$ cat src/rtl/top_calc.sv
// ============================================================================
//  Module   : top_calc
//  Brief    : 4-bit two-operand calculator with go/done handshake and a
//             four-state controller (IDLE, LOAD, EXEC, DONE).
//  Revision : 1.0 - initial release
// ============================================================================
`default_nettype none

module top_calc (
    input  logic       clk,
    input  logic       rst,
    input  logic       go,
    input  logic [3:0] x,
    input  logic [3:0] y,
    input  logic [2:0] F,
    output logic       done,
    output logic       error,
    output logic [3:0] out_h,
    output logic [3:0] out_l
);

    typedef enum logic [1:0] {
        S_IDLE = 2'd0,
        S_LOAD = 2'd1,
        S_EXEC = 2'd2,
        S_DONE = 2'd3
    } state_t;

    state_t     r_state;
    state_t     w_next;
    logic [3:0] r_x;
    logic [3:0] r_y;
    logic [2:0] r_f;
    logic [7:0] r_res;
    logic       r_err;
    logic [7:0] w_res;
    logic       w_err;

    always_ff @(posedge clk or posedge rst) begin
        if (rst) begin
            r_state <= S_IDLE;
        end else begin
            r_state <= w_next;
        end
    end

    always_comb begin
        w_next = r_state;
        case (r_state)
            S_IDLE:  if (go) w_next = S_LOAD;
            S_LOAD:  w_next = S_EXEC;
            S_EXEC:  w_next = S_DONE;
            S_DONE:  w_next = S_IDLE;
            default: w_next = S_IDLE;
        endcase
    end

    always_ff @(posedge clk or posedge rst) begin
        if (rst) begin
            r_x <= 4'h0;
            r_y <= 4'h0;
            r_f <= 3'h0;
        end else if (r_state == S_LOAD) begin
            r_x <= x;
            r_y <= y;
            r_f <= F;
        end
    end

    // Function unit works only on the captured operands, never the live inputs.
    always_comb begin
        w_res = 8'h00;
        w_err = 1'b0;
        case (r_f)
            3'b000: w_res = {4'h0, r_x} + {4'h0, r_y};
            3'b001: w_res = {4'h0, r_x} - {4'h0, r_y};
            3'b010: w_res = {4'h0, r_x} * {4'h0, r_y};
            3'b011: begin
                if (r_y == 4'h0) begin
                    w_err = 1'b1;
                end else begin
                    w_res = {r_x / r_y, r_x % r_y};
                end
            end
            3'b100: w_res = {4'h0, r_x & r_y};
            3'b101: w_res = {4'h0, r_x | r_y};
            3'b110: w_res = {4'h0, r_x ^ r_y};
            default: w_err = 1'b1;
        endcase
    end

    always_ff @(posedge clk or posedge rst) begin
        if (rst) begin
            r_res <= 8'h00;
            r_err <= 1'b0;
        end else if (r_state == S_EXEC) begin
            r_res <= w_res;
            r_err <= w_err;
        end
    end

    assign done  = (r_state == S_DONE);
    assign error = r_err;
    assign out_h = r_res[7:4];
    assign out_l = r_res[3:0];

endmodule

`default_nettype wire

$ cat config.mk
export PLATFORM = sky130hd
export DESIGN_NAME = top_calc
export DESIGN_NICKNAME = d
export VERILOG_FILES = /design/src/rtl/top_calc.sv
export SDC_FILE = /design/constraint.sdc
export NUM_CORES = 1
export LEC_CHECK = 0
export ABC_AREA = 0
export BUFFER_PORTS_ARGS = -buffer_cell sky130_fd_sc_hd__buf_2
export CORE_UTILIZATION = 60
export CTS_CLUSTER_SIZE = 20
export DETAILED_ROUTE_END_ITERATION = 12
export GPL_TIMING_DRIVEN = 0
export HOLD_SLACK_MARGIN = 0.05
export PLACE_DENSITY = 0.92
export REMOVE_ABC_BUFFERS = 1
export SETUP_SLACK_MARGIN = 0.4
export SLEW_MARGIN = 20
export SYNTH_ARGS = -nofsm -noshare
export SYNTH_HDL_FRONTEND = slang
export SYNTH_SLANG_ARGS = --single-unit
$ cat constraint.sdc
create_clock -name clk -period 5.15 [get_ports clk]
set_input_delay 0.2575 -clock clk [delete_from_list [all_inputs] [get_ports clk]]
set_output_delay 0.2575 -clock clk [all_outputs]
set_load 0.02 [all_outputs]
==> results of run 1 <==
## registers in the layout (all words and copies together), names as in the netlist
register	count
error	1
r_x	4
r_y	4
r_f	3
r_res	8
r_state	2
## metal layers
| layer | global-route usage, % | routed length, um |
|---|---|---|
| met3 | 3.697 | 596 |
| met2 | 51.32 | 3125 |
| met4 | 9.444 | 452 |
| met1 | 38.08 | 2553 |
| met5 | 0 | 0 |
## cell families (layout without fill, tap and decap cells)
family                   count (synthesis)  in the layout  share of synthesized area [%]
AO/OA/AOI/OAI                           67             67                          20.52
XOR/XNOR                                 9              9                          3.367
adder cells (fa/ha/maj)                 49             49                          28.43
buffers and inverters                   42             74                          7.161
flip-flops                              22             22                          23.52
multiplexers                             9              9                          4.543
AND/OR/NAND/NOR                         62             62                          12.45
## worst register-to-register path, cell delays in order, from the launching register on
cell and delay (ns):
sky130_fd_sc_hd__dfrtp_2 0.44, sky130_fd_sc_hd__inv_4 0.08, sky130_fd_sc_hd__ha_4 0.12, sky130_fd_sc_hd__or4b_4 0.46, sky130_fd_sc_hd__a22oi_2 0.23, sky130_fd_sc_hd__ha_1 0.29
sky130_fd_sc_hd__o21a_2 0.15, sky130_fd_sc_hd__o211ai_4 0.26, sky130_fd_sc_hd__buf_6 0.17, sky130_fd_sc_hd__nand2_2 0.08, sky130_fd_sc_hd__o31ai_4 0.09, sky130_fd_sc_hd__ha_4 0.20
sky130_fd_sc_hd__nor2_2 0.04, sky130_fd_sc_hd__a211oi_2 0.28, sky130_fd_sc_hd__buf_4 0.23, sky130_fd_sc_hd__a21oi_4 0.10, sky130_fd_sc_hd__fa_2 0.38, sky130_fd_sc_hd__o211ai_1 0.29
sky130_fd_sc_hd__nand2_1 0.14, sky130_fd_sc_hd__a311o_1 0.36, sky130_fd_sc_hd__a221o_1 0.31
## area by class of cell
class,instances,area share [%]
Multi-Input combinational cell,196,63.27
Sequential cell,22,19.79
Timing Repair Buffer,35,7.462
Inverter,35,4.781
Tap cell,48,2.145
Clock buffer,3,1.475
Clock inverter,1,1.072
## through the flow
| stage | utilization (%) | hold WS (ns) |
|---|---|---|
| floorplan | - | 0.2467 |
| global placement | 67.23 | 0.4493 |
| detailed placement | 67.23 | 0.4734 |
| CTS | 70.73 | 0.1833 |
| global route | 75.92 | 0.2038 |
| finish | 75.92 | 0.1594 |
## timing repair
item | CTS | global route
setup endpoints to repair | 5 | 5
resized for setup | 7 | 27
setup buffers | 6 | 6
pin swaps | 4 | 10
## cell usage after synthesis (2+ instances only)
cell type	n
sky130_fd_sc_hd__nor2_1	16
sky130_fd_sc_hd__xor2_1	2
sky130_fd_sc_hd__nor2b_1	3
sky130_fd_sc_hd__mux2i_1	5
sky130_fd_sc_hd__a221oi_1	4
sky130_fd_sc_hd__xnor2_1	7
sky130_fd_sc_hd__a21o_1	3
sky130_fd_sc_hd__clkbuf_1	4
sky130_fd_sc_hd__mux2_2	3
sky130_fd_sc_hd__inv_1	34
sky130_fd_sc_hd__o22ai_1	2
sky130_fd_sc_hd__ha_1	42
sky130_fd_sc_hd__nor3_1	5
sky130_fd_sc_hd__o2bb2ai_1	7
sky130_fd_sc_hd__a21oi_1	17
sky130_fd_sc_hd__fa_1	7
sky130_fd_sc_hd__nand2b_1	2
sky130_fd_sc_hd__nand2_1	25
sky130_fd_sc_hd__nand3_1	4
sky130_fd_sc_hd__o221ai_1	2
sky130_fd_sc_hd__dfrtp_1	22
sky130_fd_sc_hd__o211ai_1	2
sky130_fd_sc_hd__o21ai_0	17
sky130_fd_sc_hd__buf_2	2
## worst paths after layout
path | start | to | slack, ns | cells after the start
worst max-delay path | r_y[0] | r_res[0] | 0.36 | 20
max in group asynchronous | rst | r_x[3] | 4.40 | 2
min in group clk | x[0] | r_x[0] | 0.19 | 3
worst min-delay path | rst | r_f[2] | 0.16 | 2
worst max register to register | r_y[0] | r_res[0] | 0.36 | 20
worst min register to register | r_res[4] | r_res[4] | 0.49 | 1
==> flow_summary.toml, run 1 <==
[clock_tree]
cts.sink_count = 22
clock_tree.root_cell = "sky130_fd_sc_hd__clkbuf_8"
cts-hold-fix-buffers = 0
htreeDepth = 1
ctsLongestPathBuffers = 2
cts_buffers = 3
cts_tree = "built"
clkLatencyLatePin_ns = 0.27
cts.reportedPaths.clkPinSlew_ns = 0.09

[final_layout]
final_cell_mix = "sky130_fd_sc_hd__ha_1, sky130_fd_sc_hd__inv_1, sky130_fd_sc_hd__nand2_1"
layout-area-overhead-vs-synth_pct = 19.62
nets = 356
ff_latch_area_um2 = 554.3
final_design_area_no_fill_um2 = 2800
finalNonFillerCells = 340
multiInputGateArea_um2 = 1772
antenna_cells = 0
drive_gt1_share_pct = 26.37
commonest_non_fill_non_tap_cell_in_the_layout = "sky130_fd_sc_hd__ha_1"
fillers = 251

[timing]
worst_pin_slew_ns = 0.8635
final_clock_period_utilization_by_the_worst_path_pct = 93.04
timing.setup.tns_ns = 0
report.final.hold_viol_count = 0
fin_worst_skew_ns = 0.002411
fmaxAchievable_mhz = 208.7
max-slew-margin-rel_pct = 42.37
grt_setup_unrepaired = "no"
setup_viol = 0
period_needed_ns = 4.791
slew_violations = 0
setup_ws_ns = 0.3586

[setup_path]
critical_path.n_buffers_inverters = 3
largest_fanout_on_the_critical_path = 4
critPathRequiredTime_ns = 5.32
critical_path.endpoint_type = "register"
path_delay_family = "compound AO/OA/AOI/OAI gates"
cp_slowest_cell = "sky130_fd_sc_hd__or4b_4"
setup.worst_path.start_class = "register"
timing.critical_path.mode_cell = "sky130_fd_sc_hd__ha_4"
worstSetupPathType = "register to register"
cpPeakStageDelay_ns = 0.46
worstPathArrival_ns = 4.96
crit_path_cell_trace = "inv_4 > ha_4 > or4b_4 > a22oi_2 > ha_1 > o21a_2 > o211ai_4 > buf_6 > nand2_2 > o31ai_4 > ha_4 > nor2_2 > a211oi_2 > buf_4 > a21oi_4 > fa_2 > o211ai_1 > nand2_1 > a311o_1 > a221o_1"

[floorplan]
floorplan.rows = 22
coreArea_um2 = 3689
die-area_um2 = 4156
effective_utilization_at_floorplan_pct = 63.47
fp.dieW_um = 64.47
num_io_pins = 24
die_height_um = 64.47

[run]
timing.max_cap.violations = 0

[drt]
ant_nets = 0
via_count = 2207
drt-pass1-iter-count = 5
wire_per_inst_um = 19.79
drt_drc_violations_left = 0
drtIter0Drc = 197
route.detailed.vias_per_inst = 6.491
detail_route.wirelength_mm = 6.728

[logic_synthesis]
avgSynthCellArea_um2 = 9.004
synth.top_cells.by_area = "sky130_fd_sc_hd__dfrtp_1, sky130_fd_sc_hd__ha_1, sky130_fd_sc_hd__fa_1, sky130_fd_sc_hd__inv_1, sky130_fd_sc_hd__nand2_1"
synth_seq_cells = 22
synth_flop_cell = "sky130_fd_sc_hd__dfrtp_1"
synth-warning-count = 0
async_reset_ff_share_pct = 100.0
syn-cell-area_um2 = 2341
netlist-cell-type-count = 47
synth_top_area_share_pct = 23.52
synth.largest_area_cell = "sky130_fd_sc_hd__dfrtp_1"
synth_edf_count = 0
synthesis.instances = 260
seq_area_frac_synth_pct = 23.52

[outcome]
status = "finished, final reports clean"

[placement]
dpl.cell_count = 324
dp_hpwl_mm = 4.261
place.gp.congestion = 0.9483
postPlaceCellArea_um2 = 2480
detailedPlace.worstSlack_ns = -0.2111
port_buffers = 23

[global_route]
overflow = 0
grt_max_degree = 23
antenna_found_initial = 0
wire_length_of_the_first_global_routing_pass_mm = 9.349
first_global_vias = 1988
globalRouteTotalUtil_pct = 29.57

[hold_path]
hp-class = "input pin to asynchronous set/reset pin"
Power of run 1 is left out: the tool's default activity adds up to more than one toggle a clock period on the data nets, which glitch-free logic cannot reach.
==> run 2, diff against run 1 <==
Settings changed: CELL_PAD_IN_SITES_DETAIL_PLACEMENT set to 1, CELL_PAD_IN_SITES_GLOBAL_PLACEMENT set to 1, CORE_MARGIN set to 3, CORE_UTILIZATION 60 to 46.
==> run 2 against run 1 <==
Critical path depth grew 1. Count of clock-buffer cells in the layout grew 1. First-iteration DRC count shrank 20%. Non-clock buffer count grew 8. Largest cell class unchanged.
==> flow_summary.toml, run 2 (synthesis gave the netlist of run 1 again) <==
[clock_tree]
cts_tree = "built"
clock_tree.root_cell = "sky130_fd_sc_hd__clkbuf_8"
ctsLongestPathBuffers = 2
cts_buffers = 3
cts.reportedPaths.clkPinSlew_ns = 0.09
clkLatencyLatePin_ns = 0.27
htreeDepth = 1
cts.sink_count = 22

[drt]
wire_per_inst_um = 24.27
highest_layer = "met4"
route.detailed.vias_per_inst = 6.076
drt-pass1-iter-count = 4
drt_drc_violations_left = 0
met2_wirelength_mm = 4.724
detail_route.wirelength_mm = 8.907
ant_nets = 0
wl_met3_um = 379
via_count = 2230
drtIter0Drc = 157
wl_met1_mm = 3.411

[outcome]
status = "finished, final reports clean"

[setup_path]
r2r-end = "r_res[0]"
ff2ff_setup_slack_ns = 0.29
critPathLaunch = "r_y[0]"
worstPathArrival_ns = 5.02
largest_fanout_on_the_critical_path = 4
setup.worst_path.start_class = "register"
reg2reg_from = "r_y[0]"
worstSetupPathType = "register to register"
r2r_cells = 21
critPathRequiredTime_ns = 5.31
critical_path.endpoint_type = "register"

[timing]
max-slew-margin-rel_pct = 41.77
grt_setup_unrepaired = "yes"
fmaxAchievable_mhz = 205.7
final_clock_period_utilization_by_the_worst_path_pct = 94.39
period_needed_ns = 4.861
worst_pin_slew_ns = 0.8724
setup_ws_ns = 0.2891
hold_ws_ns = 0.1643
report.final.hold_viol_count = 0
slew_violations = 0
setup_viol = 0
fin_worst_skew_ns = 0.003485

[placement]
detailedPlace.worstSlack_ns = -0.3125
place.gp.congestion = 0.9477
port_buffers = 23
dp_hpwl_mm = 5.403
postPlaceCellArea_um2 = 2504

[hold_path]
hp-class = "input pin to asynchronous set/reset pin"

[final_layout]
layout_top_registers = "r_res: 8 flops, r_x: 4 flops, r_y: 4 flops"
commonest_non_fill_non_tap_cell_in_the_layout = "sky130_fd_sc_hd__ha_1"
register_bank_with_the_most_flops = "r_res"
antenna_cells = 0
drive_gt1_share_pct = 31.00
fillers = 552
layout-area-overhead-vs-synth_pct = 25.39
largest_reg_flops = 8
final_cell_mix = "sky130_fd_sc_hd__ha_1, sky130_fd_sc_hd__inv_1, sky130_fd_sc_hd__nand2_1"
nets = 364
final_design_area_no_fill_um2 = 2935

[floorplan]
effective_utilization_at_floorplan_pct = 48.60
floorplan.rows = 25
fp.dieW_um = 77.34
num_io_pins = 24
die-area_um2 = 5981
die_height_um = 77.34
coreArea_um2 = 4817

[global_route]
wire_length_of_the_first_global_routing_pass_mm = 12.25
grt_max_degree = 23
antenna_found_initial = 0
globalRouteTotalUtil_pct = 26.23
overflow = 0
first_global_vias = 2335

[run]
timing.max_cap.violations = 0
## run 2: worst max-delay path by stage
stage | to | slack [ns] | depth (start not counted)
floorplan | r_res[0] | 0.57 | 19
global placement | r_res[2] | -0.05 | 19
detailed placement | r_res[0] | -0.31 | 19
CTS | r_res[0] | 0.40 | 19
global route | r_res[0] | 0.18 | 21
finish | r_res[0] | 0.29 | 21
## run 2: final cells by class
type	instances	area (um2)	share of cell area (%)
Clock buffer	4	55.05	1.876
Tap cell	67	83.83	2.856
Sequential cell	22	555.5	18.93
Inverter	35	133.9	4.561
Multi-Input combinational cell	196	1834	62.49
Timing Repair Buffer	43	272.8	9.292
## run 2: critical path, stage by stage, from the launching register on
cell                       delay, ns
sky130_fd_sc_hd__dfrtp_2        0.44
sky130_fd_sc_hd__inv_4          0.09
sky130_fd_sc_hd__ha_4           0.14
sky130_fd_sc_hd__or4b_4         0.47
sky130_fd_sc_hd__a22oi_2        0.24
sky130_fd_sc_hd__ha_4           0.26
sky130_fd_sc_hd__o21a_4         0.12
sky130_fd_sc_hd__o211ai_4       0.27
sky130_fd_sc_hd__buf_6          0.17
sky130_fd_sc_hd__nand2_4        0.06
sky130_fd_sc_hd__o31ai_4        0.07
sky130_fd_sc_hd__ha_4           0.23
sky130_fd_sc_hd__nor2_4         0.05
sky130_fd_sc_hd__a211oi_4       0.27
sky130_fd_sc_hd__nor2_2         0.11
sky130_fd_sc_hd__a21oi_4        0.23
sky130_fd_sc_hd__ha_4           0.25
sky130_fd_sc_hd__nor2b_4        0.12
sky130_fd_sc_hd__o211ai_1       0.26
sky130_fd_sc_hd__nand2_1        0.13
sky130_fd_sc_hd__a311o_1        0.41
sky130_fd_sc_hd__a221o_1        0.34
## run 2: repair_timing
| item | CTS | global route |
|---|---|---|
| hold buffers | 0 | 0 |
| pin swaps | 9 | 13 |
| gates resized for setup | 15 | 32 |
| setup buffers | 11 | 9 |
| endpoints found under the hold margin | 0 | 0 |
| gates cloned | 0 | 0 |
| setup endpoints to repair | 5 | 5 |
## run 2: metal layers
layer | vias up | GRT usage [%]
met3 | 32 | 4.176
met5 | - | 0
met1 | 1133 | 30.88
met4 | 0 | 10.14
li1 | 983 | -
met2 | 82 | 47.50
## run 2: stage by stage
step / instances / util (%) / setup TNS (ns)
floorplan: 253 / - / 0
global placement: 343 / 51.97 / -0.1322
detailed placement: 343 / 51.97 / -1.136
CTS: 358 / 55.92 / 0
global route: 367 / 60.94 / 0
finish: 367 / 60.94 / 0
Power of run 2 is left out for the same reason.
==> run 3, diff against run 2 <==
Settings changed: CORE_MARGIN 3 to 2.
==> run 3 against run 2 <==
Hold slack got worse by 0.015 ns. Wire length decreased by 17%. Fmax increased by 3.5%. Critical path type unchanged. Sequential share of layout area increased by 0.98 points. Critical path depth unchanged. Register-to-register slack improved by 0.17 ns. Setup slack improved by 0.17 ns. Largest cell class unchanged. Clock skew increased by 0.0019 ns. Flip-flop and latch count unchanged.
==> flow_summary.toml, run 3 (synthesis gave the netlist of run 1 again) <==
[outcome]
status = "finished, final reports clean"

[final_layout]
fillers = 570
drive_gt1_share_pct = 24.57
final_cell_mix = "sky130_fd_sc_hd__ha_1, sky130_fd_sc_hd__inv_1, sky130_fd_sc_hd__nand2_1"
ff_latch_area_um2 = 553.0
finalNonFillerCells = 356
layout_top_registers = "r_res: 8 flops, r_x: 4 flops, r_y: 4 flops"
largest_reg_flops = 8
nets = 353
commonest_non_fill_non_tap_cell_in_the_layout = "sky130_fd_sc_hd__ha_1"
multiInputGateArea_um2 = 1765
register_bank_with_the_most_flops = "r_res"
layout-area-overhead-vs-synth_pct = 18.65
antenna_cells = 0

[setup_path]
ff2ff_setup_slack_ns = 0.45
critical_path.endpoint_type = "register"
cpPeakStageDelay_ns = 0.46
crit_path_cell_trace = "inv_4 > ha_2 > or4b_4 > a22oi_2 > ha_4 > o21a_2 > o211ai_4 > buf_6 > nand2_2 > o31ai_4 > ha_4 > nor2_2 > a211oi_2 > buf_4 > a21oi_4 > ha_4 > nor2b_1 > o211ai_1 > nand2_1 > a311o_1 > a221o_1"
worstPathArrival_ns = 4.85
largest_fanout_on_the_critical_path = 5
critPathRequiredTime_ns = 5.30
timing.critical_path.mode_cell = "sky130_fd_sc_hd__ha_4"
setup.worst_path.start_class = "register"
reg2reg_from = "r_y[0]"
r2r_cells = 21
r2r-end = "r_res[0]"
worstSetupPathType = "register to register"
cp_slowest_cell = "sky130_fd_sc_hd__or4b_4"

[clock_tree]
ctsLongestPathBuffers = 2
cts_buffers = 3
cts.sink_count = 22
cts_tree = "built"
cts.reportedPaths.clkPinSlew_ns = 0.08
clkLatencyLatePin_ns = 0.27
clock_tree.root_cell = "sky130_fd_sc_hd__clkbuf_8"
htreeDepth = 1
cts-hold-fix-buffers = 0

[timing]
fin_worst_skew_ns = 0.005408
worst_pin_slew_ns = 0.8588
final_clock_period_utilization_by_the_worst_path_pct = 91.17
setup_viol = 0
max-slew-margin-rel_pct = 42.69
period_needed_ns = 4.695
report.final.hold_viol_count = 0
slew_violations = 0
fmaxAchievable_mhz = 213.0
grt_setup_unrepaired = "no"

[drt]
ant_nets = 0
drtIter0Drc = 145
drt_drc_violations_left = 0
detail_route.wirelength_mm = 7.405
wire_per_inst_um = 20.80
route.detailed.vias_per_inst = 5.809
drt-pass1-iter-count = 4
via_count = 2068

[floorplan]
fp.dieW_um = 75.34
die-area_um2 = 5676
effective_utilization_at_floorplan_pct = 48.60
floorplan.rows = 25
num_io_pins = 24
coreArea_um2 = 4817
die_height_um = 75.34

[placement]
dpl.cell_count = 343
port_buffers = 23
place.gp.congestion = 0.9367
dp_hpwl_mm = 5.162

[global_route]
antenna_found_initial = 0
grt_max_degree = 23
first_global_vias = 2232
globalRouteTotalUtil_pct = 25.86
overflow = 0
wire_length_of_the_first_global_routing_pass_mm = 10.94

[hold_path]
hp-class = "input pin to asynchronous set/reset pin"

[run]
timing.max_cap.violations = 0
[run 3: how the worst max path moves through the flow]
stage	startpoint	cells after the start	endpoint	slack (ns)
6_report	r_y[0]	21	r_res[0]	0.45
5_1_grt	r_y[0]	21	r_res[0]	0.31
4_1_cts	r_y[0]	21	r_res[0]	0.41
3_5_place_dp	r_y[0]	19	r_res[0]	-0.29
3_3_place_gp	r_y[0]	19	r_res[2]	-0.06
2_1_floorplan	r_y[0]	19	r_res[0]	0.57
[run 3: final cells by class]
class / count / share of cell area [%]
flip-flops and latches: 22 / 19.91
inverters: 35 / 4.820
multi-input cells: 196 / 63.56
repair buffers: 32 / 6.712
well taps: 67 / 3.018
clock buffers: 4 / 1.982
[run 3: what timing repair did]
item,in CTS,in global routing
cloned,0,0
resized for setup,18,10
buffers inserted,5,4
pin swaps,6,8
setup endpoints to repair,5,5
[run 3: critical path, delay by kind of cell (launching register included)]
kind                     cells  cell delay, ns
AO/OA/AOI/OAI                9            1.89
adder cells (fa/ha/maj)      4            0.92
AND/OR/NAND/NOR              5            0.88
buffers and inverters        3            0.44
flip-flops                   1            0.43
[run 3: through the flow]
stage | setup slack [ns] | setup TNS (ns) | area [um2] | hold WS [ns] | util [%]
floorplan | 0.5736 | 0 | 2305 | 0.2467 | -
global placement | -0.05774 | -0.1144 | 2504 | 0.4571 | 51.97
detailed placement | -0.2853 | -0.9842 | 2504 | 0.4698 | 51.97
CTS | 0.4132 | 0 | 2670 | 0.1777 | 55.43
global route | 0.3070 | 0 | 2778 | 0.1992 | 57.66
finish | 0.4545 | 0 | 2778 | 0.1491 | 57.66
[run 3: layer usage]
metal | track usage [%] | part of all wire, % | vias up
met4 | 7.212 | 2.5 | 0
met1 | 31.19 | 40 | 1017
met3 | 3.704 | 5.1 | 21
li1 | - | - | 961
met2 | 47.73 | 52 | 69
met5 | 0 | 0 | -
Power of run 3 is left out for the same reason.
